$ cat config.mk
export PLATFORM = sky130hd
export DESIGN_NAME = rx_frame_sync_flat
export DESIGN_NICKNAME = d
export VERILOG_FILES = /design/src/rtl/rx_frame_sync_pkg.sv /design/src/rtl/rx_frame_sync_if.sv /design/src/rtl/crc8_serial.sv /design/src/rtl/rx_frame_sync.sv /design/src/flat_wrapper.sv
export SDC_FILE = /design/constraint.sdc
export NUM_CORES = 1
export LEC_CHECK = 0
export CAP_MARGIN = 20
export CORE_UTILIZATION = 57
export CTS_CLUSTER_DIAMETER = 80
export DETAILED_ROUTE_END_ITERATION = 8
export MAX_ROUTING_LAYER = met4
export PLACE_DENSITY = 0.79
export SLEW_MARGIN = 5
export SYNTH_ARGS = -nofsm -noshare
export SYNTH_HDL_FRONTEND = slang
export SYNTH_SLANG_ARGS = --single-unit
$ cat constraint.sdc
create_clock -name clk -period 2.86 [get_ports clk]
set_input_delay 0.572 -clock clk [delete_from_list [all_inputs] [get_ports clk]]
set_output_delay 0.572 -clock clk [all_outputs]
set_load 0.05 [all_outputs]
$ cat src/rtl/rx_frame_sync_pkg.sv
// rtl/rx_frame_sync_pkg.sv - shared states, CRC-8 constants and bit-serial CRC step
package rx_frame_sync_pkg;

  typedef enum logic [1:0] {
    HUNT    = 2'd0,
    PAYLOAD = 2'd1,
    CRC     = 2'd2
  } state_t;

  localparam logic [7:0] CRC8_POLY = 8'h07;
  localparam logic [7:0] CRC8_INIT = 8'h00;

  // One input bit of a non-reflected CRC-8, MSB first
  function automatic logic [7:0] crc8_next(input logic [7:0] crc, input logic b);
    logic fb;
    fb = crc[7] ^ b;
    return {crc[6:0], 1'b0} ^ (fb ? CRC8_POLY : 8'h00);
  endfunction

endpackage

$ cat src/rtl/rx_frame_sync_if.sv
// rtl/rx_frame_sync_if.sv - payload byte valid/ready port
interface rx_frame_sync_if;
  logic [7:0] byte_o;
  logic       byte_vld;
  logic       byte_last;
  logic       byte_rdy;

  modport master (output byte_o, output byte_vld, output byte_last, input byte_rdy);
  modport slave  (input byte_o, input byte_vld, input byte_last, output byte_rdy);
endinterface

$ cat src/rtl/crc8_serial.sv
// rtl/crc8_serial.sv - bit-serial CRC-8 register with clear and enable
import rx_frame_sync_pkg::*;

module crc8_serial (
  input  logic       clk,
  input  logic       rst,
  input  logic       clr,
  input  logic       en,
  input  logic       bit_i,
  output logic [7:0] crc
);

  always_ff @(posedge clk or posedge rst) begin
    if (rst) begin
      crc <= CRC8_INIT;
    end else if (clr) begin
      crc <= CRC8_INIT;
    end else if (en) begin
      crc <= crc8_next(crc, bit_i);
    end
  end

endmodule

$ cat src/rtl/rx_frame_sync.sv
// rtl/rx_frame_sync.sv - sync hunt, MSB-first byte assembly, optional trailing CRC-8 (RX_FRAME_SYNC_CRC_EN)
import rx_frame_sync_pkg::*;

module rx_frame_sync #(
  parameter int                SYNC_W        = 16,
  parameter logic [SYNC_W-1:0] SYNC_WORD     = 16'hA5C3,
  parameter int                PAYLOAD_BYTES = 4
) (
  input  logic              clk,
  input  logic              rst,
  input  logic              bit_i,
  input  logic              bit_en,
  rx_frame_sync_if.master   bus,
  output logic              locked,
  output logic              frame_ok,
  output logic              frame_err,
  output logic              ovf
);

  localparam int                FILL_W    = $clog2(SYNC_W + 1);
  localparam logic [FILL_W-1:0] FILL_FULL = FILL_W'(SYNC_W);
  localparam logic [7:0]        LAST_IDX  = 8'(PAYLOAD_BYTES - 1);

  state_t            state;
  logic [SYNC_W-1:0] sync_sr;
  logic [FILL_W-1:0] fill;
  logic [2:0]        bit_cnt;
  logic [7:0]        byte_cnt;
  logic [6:0]        byte_sr;
  logic [7:0]        byte_q;
  logic              vld_q;
  logic              last_q;

  logic [SYNC_W-1:0] sync_next;
  logic [FILL_W-1:0] fill_next;
  logic [7:0]        byte_next;
  logic              hit;

  assign sync_next = {sync_sr[SYNC_W-2:0], bit_i};
  assign fill_next = (fill == FILL_FULL) ? fill : fill + 1'b1;
  assign byte_next = {byte_sr, bit_i};
  // Fill gate: a match needs SYNC_W fresh bits since entering HUNT
  assign hit       = (fill_next == FILL_FULL) && (sync_next == SYNC_WORD);

  assign bus.byte_o    = byte_q;
  assign bus.byte_vld  = vld_q;
  assign bus.byte_last = last_q;

`ifdef RX_FRAME_SYNC_CRC_EN
  logic [7:0] crc_val;

  crc8_serial u_crc (
    .clk   (clk),
    .rst   (rst),
    .clr   (state == HUNT),
    .en    ((state == PAYLOAD) && bit_en),
    .bit_i (bit_i),
    .crc   (crc_val)
  );
`endif

  always_ff @(posedge clk or posedge rst) begin
    if (rst) begin
      state     <= HUNT;
      sync_sr   <= '0;
      fill      <= '0;
      bit_cnt   <= '0;
      byte_cnt  <= '0;
      byte_sr   <= '0;
      byte_q    <= '0;
      vld_q     <= 1'b0;
      last_q    <= 1'b0;
      locked    <= 1'b0;
      frame_ok  <= 1'b0;
      frame_err <= 1'b0;
      ovf       <= 1'b0;
    end else begin
      frame_ok  <= 1'b0;
      frame_err <= 1'b0;
      if (vld_q && bus.byte_rdy) begin
        vld_q  <= 1'b0;
        last_q <= 1'b0;
      end

      case (state)
        HUNT: begin
          if (bit_en) begin
            sync_sr <= sync_next;
            if (hit) begin
              state    <= PAYLOAD;
              locked   <= 1'b1;
              fill     <= '0;
              bit_cnt  <= '0;
              byte_cnt <= '0;
            end else begin
              fill <= fill_next;
            end
          end
        end

        PAYLOAD: begin
          if (bit_en) begin
            byte_sr <= byte_next[6:0];
            bit_cnt <= bit_cnt + 3'd1;
            if (bit_cnt == 3'd7) begin
              byte_cnt <= byte_cnt + 8'd1;
              // Buffer is free if empty or being accepted this very cycle
              if (!vld_q || bus.byte_rdy) begin
                byte_q <= byte_next;
                vld_q  <= 1'b1;
                last_q <= (byte_cnt == LAST_IDX);
              end else begin
                ovf <= 1'b1;
              end
              if (byte_cnt == LAST_IDX) begin
`ifdef RX_FRAME_SYNC_CRC_EN
                state    <= CRC;
`else
                state    <= HUNT;
                locked   <= 1'b0;
                frame_ok <= 1'b1;
`endif
              end
            end
          end
        end

        CRC: begin
`ifdef RX_FRAME_SYNC_CRC_EN
          if (bit_en) begin
            byte_sr <= byte_next[6:0];
            bit_cnt <= bit_cnt + 3'd1;
            if (bit_cnt == 3'd7) begin
              state  <= HUNT;
              locked <= 1'b0;
              if (byte_next == crc_val) frame_ok  <= 1'b1;
              else                      frame_err <= 1'b1;
            end
          end
`else
          state <= HUNT;
`endif
        end

        default: state <= HUNT;
      endcase
    end
  end

endmodule

$ cat src/flat_wrapper.sv
// flat-port wrapper written by rule: the top's interface ports become plain ports
module rx_frame_sync_flat 
#(
  parameter int                SYNC_W        = 16,
  parameter logic [SYNC_W-1:0] SYNC_WORD     = 16'hA5C3,
  parameter int                PAYLOAD_BYTES = 4
)
  (clk, rst, bit_i, bit_en, locked, frame_ok, frame_err, ovf, bus_byte_o, bus_byte_vld, bus_byte_last, bus_byte_rdy);
  rx_frame_sync_if bus_i ();
  input  logic clk;
  input  logic rst;
  input  logic bit_i;
  input  logic bit_en;
  output logic locked;
  output logic frame_ok;
  output logic frame_err;
  output logic ovf;
  output wire logic [$bits(bus_i.byte_o)-1:0] bus_byte_o;
  output wire logic [$bits(bus_i.byte_vld)-1:0] bus_byte_vld;
  output wire logic [$bits(bus_i.byte_last)-1:0] bus_byte_last;
  input wire logic [$bits(bus_i.byte_rdy)-1:0] bus_byte_rdy;
  assign bus_byte_o = bus_i.byte_o;
  assign bus_byte_vld = bus_i.byte_vld;
  assign bus_byte_last = bus_i.byte_last;
  assign bus_i.byte_rdy = bus_byte_rdy;
  rx_frame_sync #(.SYNC_W(SYNC_W), .SYNC_WORD(SYNC_WORD), .PAYLOAD_BYTES(PAYLOAD_BYTES)) u_core (.clk(clk), .rst(rst), .bit_i(bit_i), .bit_en(bit_en), .bus(bus_i), .locked(locked), .frame_ok(frame_ok), .frame_err(frame_err), .ovf(ovf));
endmodule
==> impl_results.md <==
* Unrepaired setup endpoints after global routing: no
* Reg power frac at 0.532
* Part of the cycle the worst path needs at 0.8346
* CP Capture Type: flip-flop
* Root Buffer: clkbuf_8
* Vert. Die Dim at ~66 um
* Measured slew at the worst slew-check pin at ~0.67 ns
* FMAX at around 420 MHz
* Htree depth at 2
* Final Util at 0.7017
* Cts-stage hold buffer count at 0
* WS Path Type: flip-flop to flip-flop
* Syn nets at about 230
* Skew-Pair Late Insertion Delay at 0.30 ns
* Combinational group share of total power at 0.163
* N_diodes at 0
* Gpl congestion at between 0.7 and 0.8
* Fin nets at 244
* Clk_skew at a little under 0.006 ns
* Sw Ratio at 0.2867
* Critical path required time at 3.02 ns
* Post-synth top cells: nand2_1 (55), dfrtp_1 (51), mux2_2 (14), a21oi_1 (8), clkbuf_1 (8)
* Fillers at around 280
* Total number of yosys warnings at 0
* Drt via density at 5.795
* Final setup fails at 0
* Number of flops mapped to enable cells by yosys at 0
* Pint at 0.001157 W
* Layout area overhead at 14.51%
* Setup Buffers After CTS at 0
* Post-synth top flop: dfrtp_1
* CTS tree: done
* PortBufs at 17
* Top cell type's share of synthesized area at 0.5522
* GRT overflow at 0
* Initial detailed-routing violation count at approximately 130
* Top-count cell post-synth: nand2_1
* Initial Util at 0.6128
* Core Region at approximately 3800 um2
* Fin crit period at about 2.4 ns
* CTS clock-pin slew for the worst setup and hold paths at 0.09 ns
* Worst Path Arrival at 2.55 ns
* DRT Pass-1 Iters at 4
* HP Class: flip-flop to flip-flop
* Die width at 65.68 um
* Maxcap violations at 0
* Max IR drop VDD at roughly 0.40 mV
* Final setup TNS at 0 ns
* Die area at 4313 um2
* DRC violations left at 0
* Power Density at between 600 and 700 nW/um2
* Wire length per cell at roughly 15 um
* Asr flop ratio synth at 1.000
* Synth top area cells: dfrtp_1 (55%), nand2_1 (8.9%), mux2_2 (6.8%)
* Outcome: finished, final reports clean
* Hold Vio Cnt, Final at 0
* Post-CTS sizing at 0
* I/O Pins at 19
* First-pass GRT wire length at between 7 and 8 mm
* Number of global-route vias before repair at roughly 1,600
* Mapped Area at ~2300 um2
* Critical path, cell by cell: inv_1, ha_1, nor4bb_2, a32oi_1, a2111oi_4, a31oi_1
* CTS Sinks at between 50 and 60
* Critical Path Max Stage Delay at between 0.7 and 0.8 ns
* Leak Pwr at roughly 1.3 nW
* All-layer global routing usage at 0.2333
* CTS max path bufs at 2
* Initial antenna violation count at 0
* Switch Pwr at approximately 0.00047 W
* Total wire length at between 4 and 5 mm
* Area leader, netlist: dfrtp_1
* Seq/Total Area, Yosys at 0.5522
* Clock Power Share at 0.305
* Synthesized flop and latch total at 51
* Share of cells above drive strength 1 at 0.1234
* Cts bufs inserted at 5
* Pins over their slew limit at 0
* Worst slew margin at 0.5534
* CP Launch Type: flip-flop
* Std-Cell Rows at 22
* Pin count of the biggest net entering global routing at 52
* Synth Area per Inst at ~11 um2
* ANT nets after route at 0
* Via count at around 1,600
* Cell with the largest stage delay on the worst path: a2111oi_4
* Top fanout value on the critical path at 10
* Syn Inst Count at approximately 220
* Synth cell types at 40
* DP HPWL at 2.986 mm
## cells by family after synthesis
kind of cell | synth area share
multiplexers | 0.08229
other | 0.001623
AND/OR/NAND/NOR | 0.1933
XOR/XNOR | 0.03790
adder cells (fa/ha/maj) | 0.02707
buffers and inverters | 0.02599
AO/OA/AOI/OAI | 0.07959
flip-flops | 0.5522
## placed cells by master (no fill, tap or decap), drive strengths merged, types with 4 or more instances in the layout
cell type,instances
nand3,6
a21oi,8
clkbuf,5
nand4,5
clkdlybuf4s50,17
nand2,55
mux2,16
nand2b,4
buf,4
xnor2,6
ha,5
nor2,4
inv,6
dfrtp,51
xor2,4
nor4bb,4
## power by group through the flow
stage               logic, W  registers, W  clock network [W]
floorplan           0.000211      0.000854                  0
global placement    0.000243      0.000868                  0
detailed placement  0.000262      0.000874                  0
CTS                 0.000264      0.000861           0.000506
global route        0.000296      0.000875           0.000529
finish              0.000264      0.000863           0.000495
## stage by stage
| stage | worst slack (ns) | hold WS [ns] | instance area [um2] | total power (W) | instances |
|---|---|---|---|---|---|
| 2_1_floorplan | 0.8088 | 0.4383 | 2311 | 0.001064 | 215 |
| 3_3_place_gp | 0.4190 | 0.4409 | 2534 | 0.001111 | 275 |
| 3_5_place_dp | 0.3278 | 0.4557 | 2534 | 0.001136 | 275 |
| 4_1_cts | 0.4673 | 0.4773 | 2646 | 0.001631 | 283 |
| 5_1_grt | 0.3339 | 0.5141 | 2646 | 0.001700 | 283 |
| 6_report | 0.4731 | 0.4733 | 2646 | 0.001623 | 283 |
## cell type report
cell class | count | area [um2] | area share
clock buffers | 5 | 68.82 | 0.02600
clock inverters | 3 | 43.79 | 0.01655
inverters | 6 | 22.52 | 0.008511
multi-input cells | 149 | 974.7 | 0.3683
flip-flops and latches | 51 | 1276 | 0.4823
well taps | 48 | 60.06 | 0.02270
repair buffers | 21 | 200.2 | 0.07565
## path summary, 6_finish.rpt
path / from / end / slack (ns) / cells after the start
setup / recovery: u_core.fill[0] / u_core.bit_cnt[2] / 0.47 / 6
hold / removal: u_core.sync_sr[14] / u_core.sync_sr[14] / 0.47 / 2
setup reg to reg: u_core.fill[0] / u_core.bit_cnt[2] / 0.47 / 6
hold reg to reg: u_core.sync_sr[14] / u_core.sync_sr[14] / 0.47 / 2
max in group asynchronous: rst / u_core.sync_sr[9] / 1.70 / 3
min in group asynchronous: rst / u_core.bus.byte_o[0] / 0.74 / 3
## state kept, by name, summed over array words and instances (netlist names)
signal / flops
u_core.sync_sr: 15
u_core.state: 1
u_core.byte_cnt: 8
u_core.bus.byte_o: 8
u_core.frame_ok: 1
u_core.ovf: 1
u_core.bit_cnt: 3
u_core.bus.byte_vld: 1
u_core.bus.byte_last: 1
u_core.fill: 5
u_core.byte_sr: 7
## per-layer routing
metal	wire length [um]	share of wire	up-vias	global-route usage
met5	0	0	-	-
met4	76	0.018	0	0.09511
met3	146	0.034	10	0.06076
met2	2182	0.51	32	0.3750
met1	1858	0.44	826	0.2787
li1	-	-	772	-
## critical path: cells and delay by family (launching register included)
family | cells | cell delay, ns
AOI/OAI and AO/OA | 3 | 1.09
adders and majority gates | 1 | 0.19
buffers and inverters | 1 | 0.13
DFF | 1 | 0.42
and+or+nand+nor | 1 | 0.41
Power figures use the tool's default switching activity.
